File: src/rtl/mem_req_ctrl_pkg.sv
// rtl/mem_req_ctrl_pkg.sv - shared types and constants for the data-cache request controller
package mem_req_ctrl_pkg;

    // Bus transaction phases of the blocking request controller
    typedef enum logic [1:0] {
        IDLE = 2'd0,
        REQ  = 2'd1,
        WAIT = 2'd2,
        DONE = 2'd3
    } mem_req_state_t;

    // Level presented on cpu_busy when the pipeline must freeze
    localparam logic CACHEBUSY = 1'b1;

endpackage

File: src/rtl/mem_req_ctrl_if.sv
// rtl/mem_req_ctrl_if.sv - MEM-stage request/response and SRAM-like bus signal bundle
interface mem_req_ctrl_if #(
    parameter int ADDR_W = 32,
    parameter int DATA_W = 32
);
    // MEM stage side
    logic                cpu_req_valid;
    logic                cpu_req_wr;
    logic [1:0]          cpu_req_size;
    logic [ADDR_W-1:0]   cpu_req_addr;
    logic [DATA_W-1:0]   cpu_req_wdata;
    logic [DATA_W/8-1:0] cpu_req_wstrb;
    logic                cpu_flush;
    logic                cpu_busy;
    logic                cpu_data_ok;
    logic [DATA_W-1:0]   cpu_rdata;

    // SRAM-like bus side
    logic                bus_req;
    logic                bus_wr;
    logic [1:0]          bus_size;
    logic [ADDR_W-1:0]   bus_addr;
    logic [DATA_W-1:0]   bus_wdata;
    logic [DATA_W/8-1:0] bus_wstrb;
    logic                bus_addr_ok;
    logic                bus_data_ok;
    logic [DATA_W-1:0]   bus_rdata;

    // Controller view
    modport slave (
        input  cpu_req_valid, cpu_req_wr, cpu_req_size, cpu_req_addr,
               cpu_req_wdata, cpu_req_wstrb, cpu_flush,
               bus_addr_ok, bus_data_ok, bus_rdata,
        output cpu_busy, cpu_data_ok, cpu_rdata,
               bus_req, bus_wr, bus_size, bus_addr, bus_wdata, bus_wstrb
    );

    // Pipeline plus memory view
    modport master (
        output cpu_req_valid, cpu_req_wr, cpu_req_size, cpu_req_addr,
               cpu_req_wdata, cpu_req_wstrb, cpu_flush,
               bus_addr_ok, bus_data_ok, bus_rdata,
        input  cpu_busy, cpu_data_ok, cpu_rdata,
               bus_req, bus_wr, bus_size, bus_addr, bus_wdata, bus_wstrb
    );
endinterface

File: src/rtl/mem_req_ctrl.sv
// rtl/mem_req_ctrl.sv - blocking MEM-stage load/store responder with flush kill and stall counter
module mem_req_ctrl
    import mem_req_ctrl_pkg::*;
#(
    parameter int ADDR_W = 32,
    parameter int DATA_W = 32,
    parameter int CNT_W  = 32
) (
    input  logic             clk,
    input  logic             rst,
    mem_req_ctrl_if.slave    mif,
    output logic [CNT_W-1:0] stall_cnt
);

    mem_req_state_t      state_q;
    logic                killed_q;
    logic                req_q;
    logic                data_ok_q;
    logic                wr_q;
    logic [1:0]          size_q;
    logic [ADDR_W-1:0]   addr_q;
    logic [DATA_W-1:0]   wdata_q;
    logic [DATA_W/8-1:0] wstrb_q;
    logic [DATA_W-1:0]   rdata_q;
    logic [CNT_W-1:0]    stall_q;
    logic [CNT_W-1:0]    stall_d;
    logic                busy;

    // Freeze the pipeline while a live request is pending, and hold any new
    // request off while a killed transaction drains from the bus
    always_comb begin
        busy = ((state_q == IDLE) && mif.cpu_req_valid && !mif.cpu_flush)
             || (((state_q == REQ) || (state_q == WAIT)) && !killed_q)
             || (killed_q && mif.cpu_req_valid);
    end

    // Request FSM: latch request, hold it on the bus until accepted, wait for data,
    // and pulse completion unless the request was flushed along the way
    always_ff @(posedge clk) begin
        if (rst) begin
            state_q   <= IDLE;
            killed_q  <= 1'b0;
            req_q     <= 1'b0;
            data_ok_q <= 1'b0;
            wr_q      <= 1'b0;
            size_q    <= '0;
            addr_q    <= '0;
            wdata_q   <= '0;
            wstrb_q   <= '0;
            rdata_q   <= '0;
        end else begin
            data_ok_q <= 1'b0;
            case (state_q)
                IDLE: begin
                    killed_q <= 1'b0;
                    if (mif.cpu_req_valid && !mif.cpu_flush) begin
                        wr_q    <= mif.cpu_req_wr;
                        size_q  <= mif.cpu_req_size;
                        addr_q  <= mif.cpu_req_addr;
                        wdata_q <= mif.cpu_req_wdata;
                        wstrb_q <= mif.cpu_req_wstrb;
                        req_q   <= 1'b1;
                        state_q <= REQ;
                    end
                end
                REQ: begin
                    if (mif.cpu_flush) begin
                        killed_q <= 1'b1;
                    end
                    if (mif.bus_addr_ok) begin
                        req_q   <= 1'b0;
                        state_q <= WAIT;
                    end
                end
                WAIT: begin
                    if (mif.bus_data_ok) begin
                        if (killed_q || mif.cpu_flush) begin
                            killed_q <= 1'b0;
                            state_q  <= IDLE;
                        end else begin
                            if (!wr_q) begin
                                rdata_q <= mif.bus_rdata;
                            end
                            data_ok_q <= 1'b1;
                            state_q   <= DONE;
                        end
                    end else if (mif.cpu_flush) begin
                        killed_q <= 1'b1;
                    end
                end
                DONE: begin
                    state_q <= IDLE;
                end
                default: begin
                    state_q <= IDLE;
                end
            endcase
        end
    end

    // Saturating count of frozen-pipeline cycles
    always_comb begin
        stall_d = stall_q;
        if (busy && (stall_q != {CNT_W{1'b1}})) begin
            stall_d = stall_q + {{(CNT_W-1){1'b0}}, 1'b1};
        end
    end

    // Stall counter register
    always_ff @(posedge clk) begin
        if (rst) begin
            stall_q <= '0;
        end else begin
            stall_q <= stall_d;
        end
    end

    assign mif.cpu_busy    = busy ? CACHEBUSY : ~CACHEBUSY;
    assign mif.cpu_data_ok = data_ok_q;
    assign mif.cpu_rdata   = rdata_q;
    assign mif.bus_req     = req_q;
    assign mif.bus_wr      = wr_q;
    assign mif.bus_size    = size_q;
    assign mif.bus_addr    = addr_q;
    assign mif.bus_wdata   = wdata_q;
    assign mif.bus_wstrb   = wstrb_q;
    assign stall_cnt       = stall_q;

endmodule

File: src/flat_wrapper.sv
// flat-port wrapper written by rule: the top's interface ports become plain ports
module mem_req_ctrl_flat import mem_req_ctrl_pkg::*;
#(
    parameter int ADDR_W = 32,
    parameter int DATA_W = 32,
    parameter int CNT_W  = 32
)
  (clk, rst, stall_cnt, mif_cpu_req_valid, mif_cpu_req_wr, mif_cpu_req_size, mif_cpu_req_addr, mif_cpu_req_wdata, mif_cpu_req_wstrb, mif_cpu_flush, mif_bus_addr_ok, mif_bus_data_ok, mif_bus_rdata, mif_cpu_busy, mif_cpu_data_ok, mif_cpu_rdata, mif_bus_req, mif_bus_wr, mif_bus_size, mif_bus_addr, mif_bus_wdata, mif_bus_wstrb);
  mem_req_ctrl_if #(.ADDR_W(ADDR_W), .DATA_W(DATA_W)) mif_i ();
  input  logic clk;
  input  logic rst;
  output logic [CNT_W-1:0] stall_cnt;
  input wire logic [$bits(mif_i.cpu_req_valid)-1:0] mif_cpu_req_valid;
  input wire logic [$bits(mif_i.cpu_req_wr)-1:0] mif_cpu_req_wr;
  input wire logic [$bits(mif_i.cpu_req_size)-1:0] mif_cpu_req_size;
  input wire logic [$bits(mif_i.cpu_req_addr)-1:0] mif_cpu_req_addr;
  input wire logic [$bits(mif_i.cpu_req_wdata)-1:0] mif_cpu_req_wdata;
  input wire logic [$bits(mif_i.cpu_req_wstrb)-1:0] mif_cpu_req_wstrb;
  input wire logic [$bits(mif_i.cpu_flush)-1:0] mif_cpu_flush;
  input wire logic [$bits(mif_i.bus_addr_ok)-1:0] mif_bus_addr_ok;
  input wire logic [$bits(mif_i.bus_data_ok)-1:0] mif_bus_data_ok;
  input wire logic [$bits(mif_i.bus_rdata)-1:0] mif_bus_rdata;
  output wire logic [$bits(mif_i.cpu_busy)-1:0] mif_cpu_busy;
  output wire logic [$bits(mif_i.cpu_data_ok)-1:0] mif_cpu_data_ok;
  output wire logic [$bits(mif_i.cpu_rdata)-1:0] mif_cpu_rdata;
  output wire logic [$bits(mif_i.bus_req)-1:0] mif_bus_req;
  output wire logic [$bits(mif_i.bus_wr)-1:0] mif_bus_wr;
  output wire logic [$bits(mif_i.bus_size)-1:0] mif_bus_size;
  output wire logic [$bits(mif_i.bus_addr)-1:0] mif_bus_addr;
  output wire logic [$bits(mif_i.bus_wdata)-1:0] mif_bus_wdata;
  output wire logic [$bits(mif_i.bus_wstrb)-1:0] mif_bus_wstrb;
  assign mif_i.cpu_req_valid = mif_cpu_req_valid;
  assign mif_i.cpu_req_wr = mif_cpu_req_wr;
  assign mif_i.cpu_req_size = mif_cpu_req_size;
  assign mif_i.cpu_req_addr = mif_cpu_req_addr;
  assign mif_i.cpu_req_wdata = mif_cpu_req_wdata;
  assign mif_i.cpu_req_wstrb = mif_cpu_req_wstrb;
  assign mif_i.cpu_flush = mif_cpu_flush;
  assign mif_i.bus_addr_ok = mif_bus_addr_ok;
  assign mif_i.bus_data_ok = mif_bus_data_ok;
  assign mif_i.bus_rdata = mif_bus_rdata;
  assign mif_cpu_busy = mif_i.cpu_busy;
  assign mif_cpu_data_ok = mif_i.cpu_data_ok;
  assign mif_cpu_rdata = mif_i.cpu_rdata;
  assign mif_bus_req = mif_i.bus_req;
  assign mif_bus_wr = mif_i.bus_wr;
  assign mif_bus_size = mif_i.bus_size;
  assign mif_bus_addr = mif_i.bus_addr;
  assign mif_bus_wdata = mif_i.bus_wdata;
  assign mif_bus_wstrb = mif_i.bus_wstrb;
  mem_req_ctrl #(.ADDR_W(ADDR_W), .DATA_W(DATA_W), .CNT_W(CNT_W)) u_core (.clk(clk), .rst(rst), .mif(mif_i), .stall_cnt(stall_cnt));
endmodule
File: config.mk
export PLATFORM = sky130hd
export DESIGN_NAME = mem_req_ctrl_flat
export DESIGN_NICKNAME = d
export VERILOG_FILES = /design/src/rtl/mem_req_ctrl_pkg.sv /design/src/rtl/mem_req_ctrl_if.sv /design/src/rtl/mem_req_ctrl.sv /design/src/flat_wrapper.sv
export SDC_FILE = /design/constraint.sdc
export NUM_CORES = 1
export LEC_CHECK = 0
export ABC_AREA = 1
export BUFFER_PORTS_ARGS = -buffer_cell sky130_fd_sc_hd__buf_2
export CAP_MARGIN = 20
export CORE_MARGIN = 1
export CORE_UTILIZATION = 35
export CTS_CLUSTER_SIZE = 14
export DETAILED_ROUTE_END_ITERATION = 10
export PLACE_DENSITY_LB_ADDON = 0.12
export SYNTH_ARGS = -nofsm -noshare
export SYNTH_HDL_FRONTEND = slang
export SYNTH_SLANG_ARGS = --single-unit
File: constraint.sdc
create_clock -name clk -period 1.55 [get_ports clk]
set_input_delay 0.31 -clock clk [delete_from_list [all_inputs] [get_ports clk]]
set_output_delay 0.31 -clock clk [all_outputs]
set_load 0.01 [all_outputs]
==> summary.md, run 1 <==
| Metric | Value |
|---|---|
| Outcome | `complete, but fails checks` |
| Failing checks | `negative setup slack` |
| Met1 Wirelength | `7920 µm` |
| FF-to-FF Start | `u_core.stall_cnt[0]` |
| Vias | `6,332` |
| Post-placement setup slack | `-0.109 ns` |
| Core area | `0.0165 mm²` |
| WL/cell | `13.4 µm` |
| Syn nets | `950` |
| Synth Register Bits | `140` |
| Layout cells sized above 1 | `39.8%` |
| Worst-margin pin slew | `0.517 ns` |
| Placer Congestion | `0.806` |
| Detail Route Antenna Nets | `0` |
| Die Height | `132 µm` |
| Die ar. | `0.0174 mm²` |
| Fmax achieved | `0.577 GHz` |
| Residual DRC | `0` |
| WL met2 | `9060 µm` |
| Post-detail-place hpwl | `12,400 µm` |
| Clock slew seen by the registers of the worst setup and hold paths | `0.06 ns` |
| RSZ-0062 raised after global routing | `yes` |
| Hold Crit Start | `mif_cpu_req_wdata[3]` |
| Hold Path End | `u_core.mif.bus_wdata[3]` |
| R2R depth | `10` |
| Largest net degree at the start of global routing | `75` |
| Synth Warn # | `0` |
| TritonCTS clock tree | `done` |
| Worst Setup Start Kind | `register` |
| Worst Setup End Kind | `output pin` |
| Worst Skew | `0.00778 ns` |
| Critical path type | `reg2out` |
| First-pass detailed-route iteration total | `4` |
| Number of cells on the worst hold path | `3` |
| Final min period | `1.73 ns` |
| Post-layout worst setup margin | `-0.184 ns` |
| DR iter-0 viols | `270` |
| CP required | `1.24 ns` |
| Met3 wire len | `1130 µm` |
| Min Hold Slack | `0.134 ns` |
| CP Max Fanout | `2` |
| Power per cell area | `1210 mW/mm²` |
| Row count | `47` |
| Fin crit share | `112%` |
| Leakage | `4.21 nW` |
| Setup total negative slack | `-1.62 ns` |
| Worst r2r dst | `u_core.stall_cnt[14]` |
| Overall Power | `10.9 mW` |
| Max-cap violation count | `0` |
| Worst-Skew Late Latency | `0.42 ns` |
| Layout area overhead | `51.4%` |
| Distinct cell type count after synthesis | `26` |
| Hold_buf cts | `0` |
| Vias in the first global route | `5,598` |
| Syn Inst Count | `835` |
| Die width | `132 µm` |
| Worst VDD drop | `0.000913 V` |
| Mean post-synth cell area | `7.09 µm²` |
| First-pass GRT wire length | `27,800 µm` |
| # port buffers | `246` |
| Sequential fraction of the synthesis area | `47.3%` |
| Final slew viol count | `0` |
| Worst Path Arrival | `1.42 ns` |
| Cts bufs inserted | `17` |
| WL final | `18,400 µm` |
| Grt ovf | `0` |
| Top Metal Used | `met4` |
| # IOs | `247` |
| Final hold vios | `0` |
| Max Buffers Root-to-Sink | `2` |
| Final setup violation count | `18` |
| Slew HR | `65.6%` |
| Initial Utilization | `35.8%` |
| Total track usage | `19.9%` |
| H-tree Lvls | `4` |
| Min-Delay Path Class | `in2reg` |
| DR vias/cell | `4.61` |
| Sink Count | `140` |
| R2R Setup Slk | `-0.14 ns` |
| Mapped cell area | `0.00592 mm²` |
| Antenna cells | `0` |
| Initial antenna violation count | `0` |
| Fin nets | `1,257` |
| Clock root buffer | `clkbuf_16` |
-- metrics by stage --
step	cell area, µm²	instances	utilization (%)
finish	8960	1375	54.2
global route	8960	1375	54.2
CTS	8490	1365	51.4
detailed placement	7850	1330	47.5
global placement	7850	1330	47.5
floorplan	5950	835	-
-- registers in the layout, summed over array words and instances, names as in the netlist --
register,count
u_core.killed_q,1
u_core.mif.bus_addr,32
u_core.mif.bus_req,1
u_core.mif.bus_size,2
u_core.mif.bus_wdata,32
u_core.mif.bus_wr,1
u_core.mif.bus_wstrb,4
u_core.mif.cpu_data_ok,1
u_core.mif.cpu_rdata,32
u_core.stall_cnt,32
u_core.state_q,2
-- cell type report --
type	instances	area, µm²
fillers	1652	7560
repair buffers	331	2060
well taps	220	275
clock buffers	21	460
clock inverters	11	87.6
inverters	76	289
multi-input cells	576	2980
flip-flops and latches	140	2820
-- synth_stat cells --
| cell type | instances | area (µm²) |
|---|---|---|
| a21oi_1 | 54 | 270 |
| nor2_2 | 3 | 18.8 |
| xor2_1 | 1 | 8.76 |
| nor2_4 | 3 | 33.8 |
| nand3b_2 | 1 | 11.3 |
| a31oi_1 | 5 | 31.3 |
| nand3_2 | 7 | 70.1 |
| buf_6 | 6 | 67.6 |
| o21ai_0 | 106 | 531 |
| nand2_2 | 3 | 18.8 |
| or2_2 | 1 | 6.26 |
| xnor2_1 | 1 | 8.76 |
| and2_1 | 1 | 6.26 |
| buf_4 | 1 | 7.51 |
| inv_2 | 1 | 3.75 |
| nor3_1 | 3 | 15.0 |
| nand3_1 | 31 | 155 |
| nor2_1 | 228 | 856 |
| nand4_1 | 12 | 75.1 |
| dfxtp_1 | 140 | 2800 |
| nand2_1 | 107 | 402 |
| clkbuf_1 | 30 | 113 |
| ha_1 | 6 | 75.1 |
| nand3b_1 | 3 | 22.5 |
| inv_1 | 75 | 282 |
| buf_2 | 6 | 30.0 |
-- worst max-delay path by stage --
stage	slack, ns	from	endpoint	cells after the start
floorplan	-0.005	u_core.state_q[0]	u_core.stall_cnt[30]	11
global placement	-0.08	u_core.state_q[0]	mif_cpu_busy	6
detailed placement	-0.11	u_core.stall_cnt[0]	u_core.stall_cnt[23]	11
CTS	-0.19	u_core.state_q[0]	mif_cpu_busy	6
global route	-0.25	u_core.stall_cnt[0]	u_core.stall_cnt[9]	11
finish	-0.18	u_core.state_q[1]	mif_cpu_busy	6
-- where the power goes --
part | total [mW] | switching [mW] | internal [mW]
clock network | 3.77 | 1.62 | 2.15
logic | 2.87 | 1.64 | 1.23
registers | 4.21 | 0.197 | 4.01
-- cell usage in the layout (no fill, tap or decap), types with 2 or more instances in the layout --
cell,count
a21oi_1,38
a21oi_2,16
a31oi_1,2
a31oi_4,3
buf_12,5
buf_2,245
buf_4,65
buf_6,10
buf_8,2
clkbuf_1,2
clkbuf_16,21
clkbuf_8,2
clkinv_2,3
clkinv_4,3
clkinvlp_4,3
dfxtp_1,129
dfxtp_2,11
ha_1,4
ha_4,2
inv_1,68
inv_2,6
inv_6,2
nand2_1,97
nand2_2,8
nand2_4,4
nand3_1,19
nand3_2,15
nand3_4,4
nand3b_1,3
nand4_1,12
nor2_1,212
nor2_2,15
nor2_4,7
nor3_2,2
o21ai_0,80
o21ai_1,25
-- critical path: stages, from the launching register on --
cell and delay (ns):
dfxtp_2 0.33, inv_2 0.05, ha_4 0.24, nand2_4 0.06, nand3_4 0.07, buf_6 0.13
buf_6 0.11
-- what timing repair did --
action | 4_1_cts | 5_1_grt
setup endpoints to repair | 36 | 119
setup buffers | 3 | 3
cloned | 0 | 7
gates resized for setup | 23 | 106
endpoints found under the hold margin | 0 | 0
pin swaps | 6 | 25
-- logic make-up (layout without fill, tap and decap cells) --
kind of cell	after synthesis	in the layout	synth area share, %
simple gates	403	403	28.6
compound gates	165	165	14.1
flops	140	140	47.3
buf+inv	119	439	8.50
fa+ha+maj	6	6	1.27
xor+xnor	2	2	0.296
-- metal layers --
metal / vias up / global-route usage [%]
met5: - / 0
met4: 0 / 6.85
met1: 2874 / 24.2
met3: 19 / 6.38
li1: 3276 / -
met2: 163 / 33.1
Note: power is estimated with default switching activity, not from simulation.
==> inputs of run 2 (changes only) <==
--- a/config.mk
+++ b/config.mk
@@ -12,7 +12,7 @@
 export CORE_UTILIZATION = 35
 export CTS_CLUSTER_SIZE = 14
 export DETAILED_ROUTE_END_ITERATION = 10
-export PLACE_DENSITY_LB_ADDON = 0.12
+export PLACE_DENSITY_LB_ADDON = 0.25
 export SYNTH_ARGS = -nofsm -noshare
 export SYNTH_HDL_FRONTEND = slang
 export SYNTH_SLANG_ARGS = --single-unit
==> run 2 against run 1 <==
  * Sequential share of layout area is 0.24 points lower
  * Clock power is 5.8% higher
  * Core utilization is 0.49 points higher
  * Count of clock-buffer cells in the layout is 2 lower
  * Register-to-register slack better by 0.06 ns
  * Sequential cell count stayed put
  * The run still ends with negative setup slack left
  * Clock skew is 0.0029 ns lower
  * Critical endpoint unchanged
  * Non-clock buffer count is 2 lower
  * Critical path type unchanged
  * Power is 5.6% higher
  * Worst setup slack worse by 0.0048 ns
  * Final cell count hardly changed
  * Sequential power hardly changed
==> summary.md, run 2 (synthesis gave the netlist of run 1 again) <==
| Metric | Value |
|---|---|
| Multi-input gate area | `0.00304 mm² (+2.2%)` |
| Detail Route Antenna Nets | `0 (unchanged)` |
| Die ar. | `0.0174 mm² (unchanged)` |
| Vias in the first global route | `5,647 (+0.88%)` |
| Worst VDD drop | `0.000861 V (-5.7%)` |
| Layout area overhead | `52.7%` |
| Core area | `0.0165 mm² (unchanged)` |
| WL final | `18,400 µm (+0.26%)` |
| Cell Count, Final, Fillers Out | `1,374 (-0.073%)` |
| Critical path type | `reg2out` |
| Sink Count | `140 (unchanged)` |
| Overall Power | `11.5 mW (+5.6%)` |
| Flip-flop and latch area | `0.00282 mm² (+0.13%)` |
| R2R Setup Slk | `-0.08 ns (+0.06 ns)` |
| CP dominant cell by count | `buf_6` |
| Power per cell area | `1270 mW/mm² (+4.7%)` |
| Fin nets | `1,255 (-0.16%)` |
| Int Pwr | `7.80 mW (+5.4%)` |
| Residual DRC | `0 (unchanged)` |
| Cts bufs inserted | `17 (unchanged)` |
| Layout cells sized above 1 | `40.2% (+0.33 points)` |
| # port buffers | `246 (unchanged)` |
| Logic pwr share | `28.5% (+2.0 points)` |
| First-pass detailed-route iteration total | `4 (unchanged)` |
| Dpl cell area | `0.00782 mm² (-0.40%)` |
| Final min period | `1.74 ns (+0.00475 ns)` |
| Outcome | `complete, but fails checks` |
| Clock power share | `34.8% (about the same)` |
| Crit path cell chain | `inv_2 > ha_4 > nand2_4 > nand3_4 > buf_6 > buf_6` |
| Critical path's largest stage delay | `0.34 ns (about the same)` |
| Hold_buf cts | `0 (unchanged)` |
| Most common cell after layout, fill and taps aside | `buf_2` |
| Highest-delay cell along the critical path | `dfxtp_2` |
| Switching share of power | `32.0% (+0.15 points)` |
| Worst-margin pin slew | `0.442 ns (-0.0743 ns)` |
| Filler cells | `1,613 (-2.4%)` |
| Failing checks | `negative setup slack` |
| Fin crit share | `112% (+0.31 points)` |
| Max Buffers Root-to-Sink | `2 (unchanged)` |
| Reg power frac | `36.7% (-2.1 points)` |
| # IOs | `247 (unchanged)` |
| Post-layout worst setup margin | `-0.188 ns (-0.00475 ns)` |
| Die width | `132 µm (unchanged)` |
| TritonCTS clock tree | `done` |
| Slew HR | `70.4% (+4.8 points)` |
| Die Height | `132 µm (unchanged)` |
| First-pass GRT wire length | `27,800 µm (about the same)` |
| Leakage | `4.24 nW (+0.72%)` |
| Clock slew seen by the registers of the worst setup and hold paths | `0.06 ns (about the same)` |
| Sw power | `3.67 mW (+6.2%)` |
| Row count | `47 (unchanged)` |
| Most frequent cells in the layout | `245 x buf_2, 211 x nor2_1, 130 x dfxtp_1` |
| Final Core Density | `54.7% (+0.49 points)` |
| WL/cell | `13.4 µm (+0.33%)` |
| CP required | `1.24 ns (about the same)` |
| RSZ-0062 raised after global routing | `yes` |
| Min Hold Slack | `0.132 ns (-0.00189 ns)` |
| Max-cap violation count | `0 (unchanged)` |
| Placer Congestion | `0.884 (+9.6%)` |
| H-tree Lvls | `4 (unchanged)` |
| Initial Utilization | `35.8% (unchanged)` |
| Final hold vios | `0 (unchanged)` |
| Post-placement setup slack | `-0.136 ns (-0.0269 ns)` |
| Final setup violation count | `15 (-3)` |
| Clock root buffer | `clkbuf_16` |
| Largest net degree at the start of global routing | `72 (-4.0%)` |
| Post-detail-place hpwl | `12,500 µm (+1.3%)` |
| Design area | `0.00904 mm² (+0.91%)` |
| Min-Delay Path Class | `in2reg` |
| Worst-Skew Late Latency | `0.42 ns (about the same)` |
| Fmax achieved | `0.575 GHz (-0.27%)` |
| DR vias/cell | `4.63 (+0.50%)` |
| Initial antenna violation count | `2 (+2)` |
| Worst Setup End Kind | `output pin` |
| Worst Path Arrival | `1.43 ns (about the same)` |
| Total track usage | `20.0% (+0.10 points)` |
| CP Max Fanout | `2 (unchanged)` |
| Worst Setup Start Kind | `register` |
| Worst Skew | `0.00486 ns (-0.00292 ns)` |
| Setup total negative slack | `-0.723 ns (+0.901 ns)` |
| Grt ovf | `0 (unchanged)` |
| Vias | `6,359 (+0.43%)` |
| Placed insts | `1,326 (-0.30%)` |
| Final slew viol count | `0 (unchanged)` |
| DR iter-0 viols | `256 (-5.2%)` |
[run 2: changes by cell type in the layout (fill, tap and decap cells not counted), sizes merged]
cell      previous run  this run
inv                 78        83
clkbuf              25        22
clkinv               6         3
buf                327       326
bufinv               0         1
clkinvlp             3         2
diode                0         1
[run 2: worst paths after layout]
check	from	to	cells past startpoint
setup reg to reg	u_core.state_q[0]	u_core.stall_cnt[24]	12
hold reg to reg	u_core.mif.cpu_rdata[18]	u_core.mif.cpu_rdata[18]	2
setup / recovery	u_core.state_q[0]	mif_cpu_busy	6
hold / removal	mif_cpu_req_addr[25]	u_core.mif.bus_addr[25]	3
[run 2: power groups by stage]
stage	Combinational, mW	Clock, mW	Sequential (mW)
after floorplan	1.18	0	4.49
after global placement	2.45	0	4.26
after detailed placement	2.47	0	4.28
after CTS	2.72	4.10	4.21
after global routing	3.56	4.24	4.27
final	3.26	3.99	4.21
[run 2: final cells by class]
type | instances | area share [%]
diodes | 1 | 0.0277
clock buffers | 19 | 4.90
clock inverters | 13 | 1.45
inverters | 76 | 3.24
multi-input cells | 576 | 33.6
flip-flops and latches | 140 | 31.2
well taps | 220 | 3.04
repair buffers | 329 | 22.5
[run 2: critical path, delay by kind of cell (launching register included)]
kind,cells,cell delay (ns)
flops,1,0.34
buf+inv,3,0.29
simple gates,2,0.13
fa+ha+maj,1,0.24
[run 2: layer usage]
metal / part of all wire [%] / global-route usage (%) / up-vias
met5: 0.043 / 0 / -
met4: 1.5 / 7.36 / 2
met3: 5.7 / 6.34 / 26
met2: 49 / 34.2 / 170
met1: 43 / 23.4 / 2880
li1: - / - / 3281
[run 2: repair_timing]
item / CTS / global route
gates resized for setup: 19 / 123
setup buffers: 4 / 7
endpoints found under the setup margin: 31 / 68
pin swaps: 5 / 26
gates cloned: 0 / 4
